File: src/rtl/trig_stream_pkg.sv
// trig_stream_pkg: shared tags, FSM state type and sequence width for the trigger stream receiver.
package trig_stream_pkg;

    localparam int SEQ_BITS = 16;

    localparam logic [1:0] TAG_HDR  = 2'b10;
    localparam logic [1:0] TAG_MASK = 2'b01;

    typedef enum logic {
        HDR,
        MSK
    } state_t;

endpackage

File: src/rtl/trig_stream_receiver_sat_counter.sv
// sat_counter: counter that sticks at all-ones instead of wrapping.
// Ports:
//   ifclk  - clock
//   clr_i  - synchronous clear, wins over inc_i
//   inc_i  - add one unless already saturated
//   cnt_o  - current count
module sat_counter #(
    parameter int WIDTH = 16
) (
    input  logic             ifclk,
    input  logic             clr_i,
    input  logic             inc_i,
    output logic [WIDTH-1:0] cnt_o
);

    logic [WIDTH-1:0] cnt_q, cnt_d;

    always_comb begin
        cnt_d = clr_i ? '0 : (inc_i && !(&cnt_q)) ? cnt_q + 1'b1 : cnt_q;
    end

    always_ff @(posedge ifclk) begin
        cnt_q <= cnt_d;
    end

    assign cnt_o = cnt_q;

endmodule

File: src/rtl/trig_stream_receiver.sv
// trig_stream_receiver: AXI4-Stream sink that frames header/mask trigger records into events.
// Ports:
//   ifclk, ifclk_rst_i       - clock and synchronous active-high reset
//   runrst_i                 - run reset: clears counters and sequence tracking
//   s_trig_*                 - 32-bit trigger word stream (tag in [31:30])
//   evt_valid_o/evt_ready_i  - registered event handshake
//   evt_seq_o, evt_mask_o    - decoded event payload
//   evt_count_o              - saturating count of delivered events
//   err_frame_o, err_seq_o   - saturating framing / sequence-gap error counts
module trig_stream_receiver
    import trig_stream_pkg::*;
#(
    parameter int NBEAMS   = 2,
    parameter int CNT_BITS = 16
) (
    input  logic                ifclk,
    input  logic                ifclk_rst_i,
    input  logic                runrst_i,
    input  logic [31:0]         s_trig_tdata,
    input  logic                s_trig_tvalid,
    output logic                s_trig_tready,
    output logic                evt_valid_o,
    input  logic                evt_ready_i,
    output logic [15:0]         evt_seq_o,
    output logic [NBEAMS-1:0]   evt_mask_o,
    output logic [31:0]         evt_count_o,
    output logic [CNT_BITS-1:0] err_frame_o,
    output logic [CNT_BITS-1:0] err_seq_o
);

    state_t              state_q, state_d;
    logic [SEQ_BITS-1:0] seq_q, seq_d;
    logic [SEQ_BITS-1:0] exp_q, exp_d;
    logic                known_q, known_d;
    logic                evt_valid_q, evt_valid_d;
    logic [SEQ_BITS-1:0] evt_seq_q, evt_seq_d;
    logic [NBEAMS-1:0]   evt_mask_q, evt_mask_d;

    logic [1:0]          tag;
    logic [SEQ_BITS-1:0] word_seq;
    logic                acc;
    logic                hdr_acc;
    logic                load;
    logic                frame_err;
    logic                seq_err;
    logic                evt_hs;
    logic                clr;
    logic                unused_bits;

    // Header words carry nothing in [29:16].
    assign unused_bits = ^s_trig_tdata[29:16];

    // tready depends only on state, resets and evt_ready_i, never on tvalid.
    // In MSK it stalls while a delivered event is still waiting, so a mask
    // can only be accepted when the output register is free to reload.
    assign s_trig_tready = !ifclk_rst_i && !runrst_i &&
                           (state_q == HDR || !evt_valid_q || evt_ready_i);

    always_comb begin
        tag       = s_trig_tdata[31:30];
        word_seq  = s_trig_tdata[SEQ_BITS-1:0];
        acc       = s_trig_tvalid && s_trig_tready;
        hdr_acc   = acc && tag == TAG_HDR;
        load      = acc && state_q == MSK && tag == TAG_MASK;
        frame_err = acc && !(state_q == HDR ? tag == TAG_HDR : tag == TAG_MASK);
        seq_err   = hdr_acc && known_q && word_seq != exp_q;
        evt_hs    = evt_valid_q && evt_ready_i;
        clr       = ifclk_rst_i || runrst_i;
        // A header in either state (re)starts a record; anything else ends in HDR.
        state_d     = runrst_i ? HDR : acc ? (tag == TAG_HDR ? MSK : HDR) : state_q;
        seq_d       = hdr_acc ? word_seq : seq_q;
        exp_d       = hdr_acc ? word_seq + 1'b1 : exp_q;
        known_d     = !runrst_i && (known_q || hdr_acc);
        // Reload wins over the handshake clear in the same cycle.
        evt_valid_d = load || (evt_valid_q && !evt_ready_i);
        evt_seq_d   = load ? seq_q : evt_seq_q;
        evt_mask_d  = load ? s_trig_tdata[NBEAMS-1:0] : evt_mask_q;
    end

    always_ff @(posedge ifclk) begin
        if (ifclk_rst_i) begin
            state_q     <= HDR;
            seq_q       <= '0;
            exp_q       <= '0;
            known_q     <= 1'b0;
            evt_valid_q <= 1'b0;
            evt_seq_q   <= '0;
            evt_mask_q  <= '0;
        end else begin
            state_q     <= state_d;
            seq_q       <= seq_d;
            exp_q       <= exp_d;
            known_q     <= known_d;
            evt_valid_q <= evt_valid_d;
            evt_seq_q   <= evt_seq_d;
            evt_mask_q  <= evt_mask_d;
        end
    end

    assign evt_valid_o = evt_valid_q;
    assign evt_seq_o   = evt_seq_q;
    assign evt_mask_o  = evt_mask_q;

    // clr dominates inc, so a handshake coinciding with runrst_i is not counted.
    sat_counter #(.WIDTH(32)) u_evt_cnt (
        .ifclk (ifclk),
        .clr_i (clr),
        .inc_i (evt_hs),
        .cnt_o (evt_count_o)
    );

    sat_counter #(.WIDTH(CNT_BITS)) u_frame_cnt (
        .ifclk (ifclk),
        .clr_i (clr),
        .inc_i (frame_err),
        .cnt_o (err_frame_o)
    );

    sat_counter #(.WIDTH(CNT_BITS)) u_seq_cnt (
        .ifclk (ifclk),
        .clr_i (clr),
        .inc_i (seq_err),
        .cnt_o (err_seq_o)
    );

endmodule

File: config.mk
export PLATFORM = sky130hd
export DESIGN_NAME = trig_stream_receiver
export DESIGN_NICKNAME = d
export VERILOG_FILES = /design/src/rtl/trig_stream_pkg.sv /design/src/rtl/trig_stream_receiver_sat_counter.sv /design/src/rtl/trig_stream_receiver.sv
export SDC_FILE = /design/constraint.sdc
export NUM_CORES = 1
export LEC_CHECK = 0
export BUFFER_PORTS_ARGS = -buffer_cell sky130_fd_sc_hd__buf_2
export CELL_PAD_IN_SITES_DETAIL_PLACEMENT = 2
export CELL_PAD_IN_SITES_GLOBAL_PLACEMENT = 2
export CORE_MARGIN = 5
export CORE_UTILIZATION = 35
export DETAILED_ROUTE_END_ITERATION = 16
export MAX_ROUTING_LAYER = met4
export PLACE_DENSITY = 0.95
export SYNTH_ARGS = -nofsm -noshare
export SYNTH_HDL_FRONTEND = slang
export SYNTH_HIERARCHICAL = 1
export SYNTH_SLANG_ARGS = --single-unit
File: constraint.sdc
create_clock -name ifclk -period 7.45 [get_ports ifclk]
set_input_delay 0 -clock ifclk [delete_from_list [all_inputs] [get_ports ifclk]]
set_output_delay 0 -clock ifclk [all_outputs]
set_load 0.02 [all_outputs]
### After elaboration in Yosys (flattened, before gate mapping)

Index checks and enable logic that the tools add are counted.

* $add $sub $neg: 4
* eq/ne operators: 3
* multiplexer cells: 2
* bitwise operators: 1
* reduce and logical (&&, ||, !) cells: 32

Operator list (number)
* $add A16 B1 Y16 const B: 3
* $add A32 B1 Y32 const B: 1
* $reduce_and A16 Y1: 2
* $reduce_and A32 Y1: 1
* $ne A16 B16 Y1: 1
* $logic_and A1 B1 Y1: 15
* $logic_not A1 Y1: 8
* $logic_or A1 B1 Y1: 5
* $eq A2 B1 Y1 const B: 1
* $eq A2 B2 Y1 const B: 1
* $mux W1: 2
* $reduce_or A2 Y1: 1
* $not A1 Y1: 1

* bits in registers: 117
* output and inout bits: 84
* logic and storage cells: 52

### Depth between registers and ports, before layout

* word-level depth: 9
* mapped depth: 11
* depth with buffers taken out: 8

### Modules after synthesis

Netlist, hierarchy kept.

Modules (own cells, without submodules)
* trig_stream_receiver: times used 1, cells an instance 277, area each 2433.6 µm², sequential area each 1061.0 µm²
* sat_counter (u_evt_cnt): times used 1, cells an instance 191, area each 1721.7 µm², sequential area each 640.6 µm²
* sat_counter (u_frame_cnt ...): times used 2, cells an instance 96, area each 833.3 µm², sequential area each 320.3 µm²

### Least setup slack after synthesis

No wires, ideal clock.

* kind: register to register
* start: reg evt_valid_q, in the netlist evt_valid_o
* end: reg u_seq_cnt.cnt_q[15], in the netlist u_seq_cnt/cnt_o[15]
* setup time: 121 ps
* arrival: 2367 ps
* data required time: 7329 ps
* slack: 4962 ps
* stages on the path, launching flop included: 11
* buffers on the path: 3
* cell sequence: dfxtp_1 > nand3b_1 > and4_1 > buf_2 > buf_2 > and3_1 > nand2_1 > or3_1 > clkbuf_2 > nor4_1 > mux2_2

* longest elaborated chain between the ends: 9

Ends and longest elaborated chain
* start, declared: line trig_stream_receiver.sv:35 `logic evt_valid_q, evt_valid_d;`
* start signal, assigned: line trig_stream_receiver.sv:94 `evt_valid_q <= evt_valid_d;`
* $logic_not A1 Y1: line trig_stream_receiver.sv:57 `(state_q == HDR || !evt_valid_q || evt_ready_i);`
* $logic_or A1 B1 Y1 (2 in a row): line trig_stream_receiver.sv:57
* $logic_and A1 B1 Y1: line trig_stream_receiver.sv:56 `assign s_trig_tready = !ifclk_rst_i && !runrst_i &&`
* $logic_and A1 B1 Y1: line trig_stream_receiver.sv:62 `acc = s_trig_tvalid && s_trig_tready;`
* $logic_and A1 B1 Y1: line trig_stream_receiver.sv:63 `hdr_acc = acc && tag == TAG_HDR;`
* $logic_and A1 B1 Y1 (2 in a row): line trig_stream_receiver.sv:66 `seq_err = hdr_acc && known_q && word_seq != exp_q;`
* named net seq_err: line trig_stream_receiver.sv:45 `logic seq_err;`
* $logic_and A1 B1 Y1: line trig_stream_receiver_sat_counter.sv:19 `cnt_d = clr_i ? '0 : (inc_i && !(&cnt_q)) ? cnt_q + 1'b1 : cnt_q;`
* end signal, assigned: line trig_stream_receiver_sat_counter.sv:23 `cnt_q <= cnt_d;`
* end, declared: line trig_stream_receiver_sat_counter.sv:16 `logic [WIDTH-1:0] cnt_q, cnt_d;`

The timed path passes the listed nets, and every way through them passes these cells.
A chain may end at the register's enable or synchronous reset.

### Worst setup path in the final report

Ends and elaborated chain as after synthesis.

==> results.toml <==
[die]
coreArea_mm2 = 0.0165
rows = 47
start_util_pct = 35.4
num_io_pins = 121
fp.dieW_um = 139
die_area_mm2 = 0.0193
die_h_um = 139

[clock_tree]
cts_buffers = 17
cts-root-buf = "clkbuf_16"
postCtsHoldBufs = 18
cts_htree_levels = 4
clk_latency_ns = 0.43
cts.sinks = 117
cts_tree = "yes"
post_cts_resized = 0
cts.path.max_buffers = 2
postCtsSetupBuffers = 0
clk_pin_slew_ns = 0.06

[worst_setup_path]
cp.required_ns = 7.76
setup.worst_path.end_class = "flop"
r2r_start = "evt_valid_o$_SDFF_PP0_"
crit_arrival_ns = 3.24
startpoint = "evt_valid_o$_SDFF_PP0_"
crit_fanout = 50
rr_worst_depth = 8
ff2ff_setup_slack_ns = 4.52
start_kind = "flop"
critPathCapture = "u_seq_cnt/cnt_o[15]$_SDFFE_PP0P_"
crit_type = "flop to flop"
rr_endpoint = "u_seq_cnt/cnt_o[15]$_SDFFE_PP0P_"

[global_route]
grt_max_degree = 71
grt_pass1_wl_mm = 33.5
grtUsageTotal_pct = 22.0
grt_pass1_vias = 6017
gr-total-overflow = 0
antenna_found_initial = 0

[cells_and_area]
areaGrowthSynthToFinish_pct = 23.9
drive_gt1_share_pct = 23.2
nets = 808
diodes = 0

[yosys]
ys_types = 60
async_flop_share_pct = 0
synth_seq_area_share_pct = 40.2
synth_seq_cells = 117
ys_top_cells_by_area = "dfxtp_1, nor2_1, a21oi_1, nand2_1, mux2i_1"
yosys.area.top_type = "dfxtp_1"
yosysTopAreaCellShare_pct = 40.2
synth_area_mm2 = 0.00582
syn_area_per_cell_um2 = 8.82
syn_nets = 701
synth_common_cells = "dfxtp_1, nor2_1, nand2_1"
ys.flop_type = "dfxtp_1"
synth_edf_count = 0
yosysWarnings = 6
yosysMostFrequentCell = "dfxtp_1"
netlist_instances = 660

[pwr]
power-per-cell-area_mw_per_mm2 = 213
p_total_mw = 1.53
leakagePower_nw = 2.78
irDropWorstVdd_uv = 160

[timing]
finalSetupViolCount = 0
tightest_slew_ns = 1.27
slew_violations = 0
slew-limit-headroom_pct = 14.8
min_period_over_period_pct = 39.4
hold_violations = 0
rsz0062_at_grt = "false"
post-route-min-period_ns = 2.93
final.setup_skew_ns = 0.0102
fmax_ghz = 0.341
setup-tns-final_ns = 0
fin_ws_ns = 4.52

[detailed_routing]
vias = 5535
avgRoutedWirePerCell_um = 20.6
drt_pass1_iterations = 4
first_iter_violations = 216
drc_errors = 0
finalWirelength_mm = 20.6
ant_nets = 0
viasPerCell = 5.54

[status]
status = "complete, no violations"

[min_path]
min_path_type = "input pin to flop"

[placed_design]
dp_hpwl_mm = 12.9
place_congestion = 0.790
dp_slack_ns = 4.31
io_buffers = 106

[job]
maxCapViolCount = 0
## metrics by stage
step / hold slack, ns / cells / cell area, µm² / util (%)
global placement: 0.291 / 950 / 6440 / 39.1
detailed placement: 0.301 / 950 / 6440 / 39.1
CTS: 0.0181 / 1000 / 7210 / 43.8
floorplan: 0.136 / 660 / 5820 / -
global route: 0.0612 / 1000 / 7210 / 43.8
finish: 0.0305 / 1000 / 7210 / 43.8
## state kept, by name (all words and copies together), names as in the netlist
name,cells
evt_mask_o,2
evt_seq_o,16
evt_valid_o,1
exp_q,16
known_q,1
seq_q,16
state_q,1
u_evt_cnt/cnt_o,32
u_frame_cnt/cnt_o,16
u_seq_cnt/cnt_o,16
## cell type report
cell class / count / area (µm²)
fill: 1809 / 9250
tap: 220 / 275
multi-input combinational: 492 / 3220
sequential: 117 / 2340
clock buffer: 17 / 425
inverter: 12 / 45.0
timing repair buffer: 127 / 733
clock inverter: 15 / 170
## worst min path at each step
stage	start	to	slack [ns]	depth (start not counted)
after global placement	s_trig_tdata[15]	seq_q[15]$_SDFFE_PP0P_	0.29	3
after floorplan	s_trig_tdata[11]	seq_q[11]$_SDFFE_PP0P_	0.14	2
after CTS	runrst_i	state_q$_SDFFE_PP0P_	0.02	5
after detailed placement	s_trig_tdata[15]	seq_q[15]$_SDFFE_PP0P_	0.30	3
final	runrst_i	state_q$_SDFFE_PP0P_	0.03	5
after global routing	runrst_i	state_q$_SDFFE_PP0P_	0.06	5
## cells by family (layout without fill, tap and decap cells)
kind of cell,count (synthesis),in the layout,share of synthesized area (%)
and+or+nand+nor,293,293,28.0
adders and majority gates,4,4,0.860
AOI/OAI and AO/OA,120,120,14.4
xor gates and xnor gates,49,49,7.37
muxes,26,26,4.56
buffers and inverters,51,171,4.53
DFF,117,117,40.2
## where the power goes
group	internal (mW)	leakage (nW)	switching [mW]
clock	0.500	0.282	0.337
sequential	0.629	0.943	0.00244
combinational	0.0228	1.55	0.0441
## critical path, cell delays in order, from the launching register on
cell      delay, ns
dfxtp_1        0.34
nand3b_1       0.18
and4_1         0.21
buf_4          0.44
and3_1         0.40
nand2_1        0.08
or3_1          0.44
nor4_1         0.33
mux2_2         0.37
## cell usage in the layout (no fill, tap or decap), types with 19 or more instances in the layout
master	n
a21oi_1	49
buf_2	106
dfxtp_1	117
mux2i_1	22
nand2_1	63
nand3_1	31
nand4_1	19
nor2_1	73
or3_1	20
xnor2_1	25
xor2_1	24
## layer usage
layer	track usage (%)	vias up	share of wire [%]	wire length [µm]
li1	-	2606	-	-
met1	24.4	2769	41	8370
met2	38.6	116	53	10900
met3	4.41	44	3.3	674
met4	9.06	0	3.0	622
met5	-	-	0	0
Power figures use the tool's default switching activity.
